[config.mk]
export PLATFORM = sky130hd
export DESIGN_NAME = prog_loader
export DESIGN_NICKNAME = d
export VERILOG_FILES = /design/src/rtl/prog_loader.sv
export SDC_FILE = /design/constraint.sdc
export NUM_CORES = 1
export LEC_CHECK = 0
export ABC_AREA = 0
export CAP_MARGIN = 25
export CORE_MARGIN = 5
export CORE_UTILIZATION = 55
export CTS_BUF_LIST = sky130_fd_sc_hd__clkbuf_8
export DETAILED_ROUTE_END_ITERATION = 7
export PLACE_DENSITY_LB_ADDON = 0.3
export SLEW_MARGIN = 20
export SYNTH_ARGS = -nofsm -noshare
export SYNTH_HDL_FRONTEND = slang
export SYNTH_SLANG_ARGS = --single-unit
[constraint.sdc]
create_clock -name clk -period 5.5 [get_ports clk]
set_input_delay 1.1 -clock clk [delete_from_list [all_inputs] [get_ports clk]]
set_output_delay 1.1 -clock clk [all_outputs]
set_load 0.02 [all_outputs]
[src/rtl/prog_loader.sv]
// prog_loader: receives framed bytes from a UART receiver and writes 32-bit words
// into the write port of the instruction memory. busy holds the CPU in reset while loading.
module prog_loader #(
    parameter int unsigned ADDR_W  = 9,
    parameter int unsigned TIMEOUT = 50000,
    parameter logic [7:0]  SYNC    = 8'hA5
) (
    input  logic              clk,
    input  logic              rst,
    input  logic              rx_valid,
    input  logic [7:0]        rx_data,
    output logic              we,
    output logic [ADDR_W-1:0] waddr,
    output logic [31:0]       wdata,
    output logic              busy,
    output logic              done,
    output logic              err,
    output logic [15:0]       wr_count
);

    localparam logic [2:0] S_IDLE   = 3'd0;
    localparam logic [2:0] S_ADDR_H = 3'd1;
    localparam logic [2:0] S_ADDR_L = 3'd2;
    localparam logic [2:0] S_LEN_H  = 3'd3;
    localparam logic [2:0] S_LEN_L  = 3'd4;
    localparam logic [2:0] S_DATA   = 3'd5;
    localparam logic [2:0] S_CSUM   = 3'd6;

    logic [2:0]        state_q, state_d;
    logic [7:0]        sum_q, sum_d;
    logic [7:0]        addr_h_q, addr_h_d;
    logic [15:0]       len_q, len_d;
    logic [1:0]        byte_cnt_q, byte_cnt_d;
    logic [31:0]       asm_q, asm_d;
    logic [31:0]       tmo_q, tmo_d;
    logic              we_q, we_d;
    logic [ADDR_W-1:0] waddr_q, waddr_d;
    logic [31:0]       wdata_q, wdata_d;
    logic              done_q, done_d;
    logic              err_q, err_d;
    logic [15:0]       wr_count_q, wr_count_d;
    logic [15:0]       len_next;
    logic [31:0]       asm_next;

    // Frame parser, word assembly, checksum and inter-byte timeout
    always_comb begin
        state_d    = state_q;
        sum_d      = sum_q;
        addr_h_d   = addr_h_q;
        len_d      = len_q;
        byte_cnt_d = byte_cnt_q;
        asm_d      = asm_q;
        wdata_d    = wdata_q;
        wr_count_d = wr_count_q;
        we_d       = 1'b0;
        done_d     = 1'b0;
        err_d      = 1'b0;
        len_next   = {len_q[15:8], rx_data};
        asm_next   = {asm_q[23:0], rx_data};
        // Address steps on the cycle after each write pulse
        waddr_d    = we_q ? waddr_q + 1'b1 : waddr_q;
        // Timeout counter only runs inside a frame and restarts on every byte
        tmo_d      = (state_q == S_IDLE || rx_valid) ? 32'd0 : tmo_q + 32'd1;

        if (rx_valid) begin
            case (state_q)
                S_IDLE: begin
                    if (rx_data == SYNC) begin
                        state_d    = S_ADDR_H;
                        sum_d      = 8'd0;
                        wr_count_d = 16'd0;
                        byte_cnt_d = 2'd0;
                    end
                end
                S_ADDR_H: begin
                    addr_h_d = rx_data;
                    sum_d    = sum_q + rx_data;
                    state_d  = S_ADDR_L;
                end
                S_ADDR_L: begin
                    // Upper address bits beyond the memory depth are dropped
                    waddr_d = ADDR_W'({addr_h_q, rx_data});
                    sum_d   = sum_q + rx_data;
                    state_d = S_LEN_H;
                end
                S_LEN_H: begin
                    len_d[15:8] = rx_data;
                    sum_d       = sum_q + rx_data;
                    state_d     = S_LEN_L;
                end
                S_LEN_L: begin
                    len_d   = len_next;
                    sum_d   = sum_q + rx_data;
                    state_d = (len_next == 16'd0) ? S_CSUM : S_DATA;
                end
                S_DATA: begin
                    asm_d      = asm_next;
                    sum_d      = sum_q + rx_data;
                    byte_cnt_d = byte_cnt_q + 2'd1;
                    if (byte_cnt_q == 2'd3) begin
                        we_d       = 1'b1;
                        wdata_d    = asm_next;
                        wr_count_d = wr_count_q + 16'd1;
                        if (wr_count_q + 16'd1 == len_q) begin
                            state_d = S_CSUM;
                        end
                    end
                end
                S_CSUM: begin
                    done_d  = (rx_data == sum_q);
                    err_d   = (rx_data != sum_q);
                    state_d = S_IDLE;
                end
                default: state_d = S_IDLE;
            endcase
        end else if (state_q != S_IDLE && tmo_q == TIMEOUT - 32'd1) begin
            // A byte on the same cycle takes priority, so this is the else branch
            err_d   = 1'b1;
            state_d = S_IDLE;
        end
    end

    // State registers with synchronous reset; reset abandons any partial frame silently
    always_ff @(posedge clk) begin
        if (rst) begin
            state_q    <= S_IDLE;
            sum_q      <= 8'd0;
            addr_h_q   <= 8'd0;
            len_q      <= 16'd0;
            byte_cnt_q <= 2'd0;
            asm_q      <= 32'd0;
            tmo_q      <= 32'd0;
            we_q       <= 1'b0;
            waddr_q    <= '0;
            wdata_q    <= 32'd0;
            done_q     <= 1'b0;
            err_q      <= 1'b0;
            wr_count_q <= 16'd0;
        end else begin
            state_q    <= state_d;
            sum_q      <= sum_d;
            addr_h_q   <= addr_h_d;
            len_q      <= len_d;
            byte_cnt_q <= byte_cnt_d;
            asm_q      <= asm_d;
            tmo_q      <= tmo_d;
            we_q       <= we_d;
            waddr_q    <= waddr_d;
            wdata_q    <= wdata_d;
            done_q     <= done_d;
            err_q      <= err_d;
            wr_count_q <= wr_count_d;
        end
    end

    assign we       = we_q;
    assign waddr    = waddr_q;
    assign wdata    = wdata_q;
    assign busy     = (state_q != S_IDLE);
    assign done     = done_q;
    assign err      = err_q;
    assign wr_count = wr_count_q;

endmodule

==> summary.txt <==
Place
  – Post-detail-place hpwl: 11.2 mm
  – Setup slack at placement: 1.46 ns
  – Placer Congestion: 0.916
  – IO buf count: 71

Timing
  – Final worst slack: 1.87 ns
  – Relative slew margins: 0.432
  – Final min period: 3.63 ns
  – Fin. max-slew vios: 0
  – Final period utilization: 0.661
  – Fin. Hold Viols: 0
  – Setup TNS: 0 ns
  – Slew @ Worst Pin: 0.846 ns
  – Setup violators final: 0
  – Clk_skew: 0.00840 ns
  – RSZ-0062 raised after global routing: false
  – Fmax: 0.275 GHz

Logic synthesis
  – Synth Register Bits: 146
  – Synth area leader: dfxtp_1
  – Syn Area/Cell: 7.89 sq um
  – Post-synth net total: 867
  – Register area share after synthesis: 0.439
  – YS warnings: 0
  – Top post-synthesis cells by area: dfxtp_1 (44%), nand2_1 (10%), a21oi_1 (7.9%)
  – Post-Syn Area: 6660 sq um
  – Number of synthesized flops with an enable pin: 0
  – Most frequently used flop master after synthesis: dfxtp_1
  – Post-Synthesis Cells: 844
  – Cell variety after synth: 53
  – Post-synth ARST share: 0
  – Yosys top cell area share: 0.439

Finish
  – Ant. Diodes: 0
  – Layout area overhead: 17.8%
  – Most frequent cells in the layout: nand2_1 (176), dfxtp_1 (146), a21oi_1 (105), nor2_1 (84), clkdlybuf4s50_1 (70)
  – Commonest non-fill, non-tap cell in the layout: nand2_1
  – Net count, final: 908
  – Filler Cells Inserted: 1,010
  – Layout cell share with drive strength beyond 1: 0.0512

Critical path
  – Worst setup EP type: output pin
  – Worst R2R Setup Slack: 2.51 ns
  – Cell Chain, Critical Path: nor3_1 > inv_1 > clkdlybuf4s50_1
  – CP max FO: 12
  – Worst EP required: 4.40 ns
  – Critical R2R Launch: wr_count[0]
  – R2r endpoint: state_q[0]
  – CP startpoint: state_q[0]
  – Crit path DAT: 2.53 ns
  – Crit-path max cell delay: 0.73 ns
  – Worst Path Buf+Inv: 2
  – Crit path max-delay cell type: nor3_1
  – Startpoint types: flip-flop
  – Depth of the most critical reg-to-reg path: 8
  – WS Path Type: flip-flop to output pin
  – Largest delay share family, worst path: buffers and inverters

Detailed routing
  – Post-route ant nets: 0
  – Via count: 6,041
  – # DRC: 0
  – Initial DRC count: 560
  – Wire per inst: 16.0 microns
  – Total Wirelength: 16.7 mm
  – DR vias/cell: 5.78
  – Pre-antenna DRT Iters: 5

CTS
  – Latest clock arrival within the worst-skew pair: 0.46 ns
  – Cts hold-fix bufs: 0
  – Clock Path Buffers: 2
  – CTS root buffer: clkbuf_8
  – Post-CTS setup buffer count: 0
  – Resize count post-CTS: 0
  – CTS HTree Levels: 4
  – CTS Sinks: 146
  – Clock transition at path regs: 0.08 ns
  – Num CTS Buffers: 17
  – CTS tree: built

GRT
  – Vias in the first global route: 5,832
  – Grt ovf: 0
  – Total GRT Usage: 0.238
  – First-pass GRT wire length: 28.1 mm
  – Initial antenna violation count: 0
  – Largest net degree at the start of global routing: 117

Power and ir drop
  – Sequential share of power: 0.502
  – Clock network power share: 0.477
  – Switching share of power: 0.215
  – Combinational power share: 0.020
  – P_sw: 0.000451 W
  – Internal: 0.00165 W
  – VDD IR-drop max: 0.000179 V
  – Lkg Pwr: 2.61 nW
  – PwrDens: 268 nW/um^2

Outcome
  – Status: finished, final reports clean

Floorplanning
  – Die width: 120 microns
  – Rows: 40
  – Chip height: 120 microns
  – Initial Util: 0.557
  – Total core area: 12,000 sq um
  – Die area: 14,400 sq um
  – # IOs: 72

Worst hold path
  – Hold path start: wdata[29]
  – Hold WC Path Type: flip-flop to flip-flop
  – Hold path depth: 2
  – Hold EP: wdata[29]

Flow run
  – Max-Cap Viols: 0
routing by layer:
layer	vias to the layer above	routed length (microns)	GRT usage
met1	2829	7100	0.295
met2	191	8150	0.388
met4	0	549	0.110
li1	2973	-	-
met3	48	871	0.0622
met5	-	0	0
Yosys cell counts, types with 4 or more instances:
| library cell | number |
|---|---|
| ha_1 | 11 |
| nor2_1 | 84 |
| buf_2 | 4 |
| nand2_1 | 177 |
| or4_1 | 7 |
| clkbuf_1 | 41 |
| a31oi_1 | 7 |
| buf_4 | 6 |
| nand3_1 | 33 |
| and4_1 | 4 |
| nor4_1 | 14 |
| nor3_1 | 13 |
| nor2b_1 | 5 |
| o21ai_0 | 22 |
| dfxtp_1 | 146 |
| xor2_1 | 36 |
| and3_1 | 13 |
| or3_1 | 10 |
| a21oi_1 | 105 |
| inv_1 | 11 |
| nand4_1 | 11 |
| a22oi_1 | 4 |
| a211oi_1 | 13 |
| xnor2_1 | 25 |
state kept, by name (all words and copies together) (netlist names):
signal      cells
waddr           9
wr_count       16
err             1
state_q         3
asm_q          24
sum_q           8
byte_cnt_q      2
len_q          16
done            1
wdata          32
addr_h_q        1
tmo_q          32
we              1
worst min-delay path, cell delays in order (launching register included):
cell and delay, ns:
dfxtp_1 0.31, nand2_1 0.05, a21oi_1 0.05
through the flow:
stage | utilization | total power, W | area [sq um] | hold WS [ns] | std cells
6_report | 0.656 | 0.00210 | 7850 | 0.458 | 1045
5_1_grt | 0.656 | 0.00217 | 7850 | 0.475 | 1045
4_1_cts | 0.652 | 0.00211 | 7800 | 0.457 | 1041
3_5_place_dp | 0.613 | 0.00112 | 7330 | 0.441 | 1009
3_3_place_gp | 0.613 | 0.00112 | 7330 | 0.424 | 1009
2_1_floorplan | - | 0.00110 | 6660 | 0.413 | 844
worst max path at each step:
stage | end | slack (ns) | cells after the start
after detailed placement | wr_count[3] | 1.46 | 7
after global placement | wr_count[6] | 1.55 | 7
after floorplan | sum_q[7] | 2.65 | 8
final | busy | 1.87 | 3
after global routing | busy | 1.72 | 3
after CTS | busy | 1.84 | 3
final cells by class:
type	count	area, sq um	area share
Multi-Input combinational cell	632	3460	0.441
Clock buffer	17	234	0.0298
Clock inverter	15	239	0.0304
Sequential cell	146	2920	0.372
Inverter	11	41.3	0.00526
Tap cell	147	184	0.0234
Timing Repair Buffer	77	766	0.0975
power by group through the flow:
| stage | Sequential (W) | Clock (W) | Combinational [W] |
|---|---|---|---|
| floorplan | 0.00108 | 0 | 0.0000235 |
| global placement | 0.00108 | 0 | 0.0000408 |
| detailed placement | 0.00108 | 0 | 0.0000423 |
| CTS | 0.00106 | 0.00101 | 0.0000425 |
| global route | 0.00106 | 0.00106 | 0.0000465 |
| finish | 0.00106 | 0.00100 | 0.0000431 |
logic make-up (layout without fill, tap and decap cells):
group | Yosys count | in the layout | synth area share
mux | 2 | 2 | 0.00301
simple gates | 390 | 390 | 0.268
flops | 146 | 146 | 0.439
buf+inv | 66 | 120 | 0.0424
fa+ha+maj | 12 | 12 | 0.0237
compound gates | 167 | 167 | 0.144
xor+xnor | 61 | 61 | 0.0802
(Power assumes the default switching activity.)
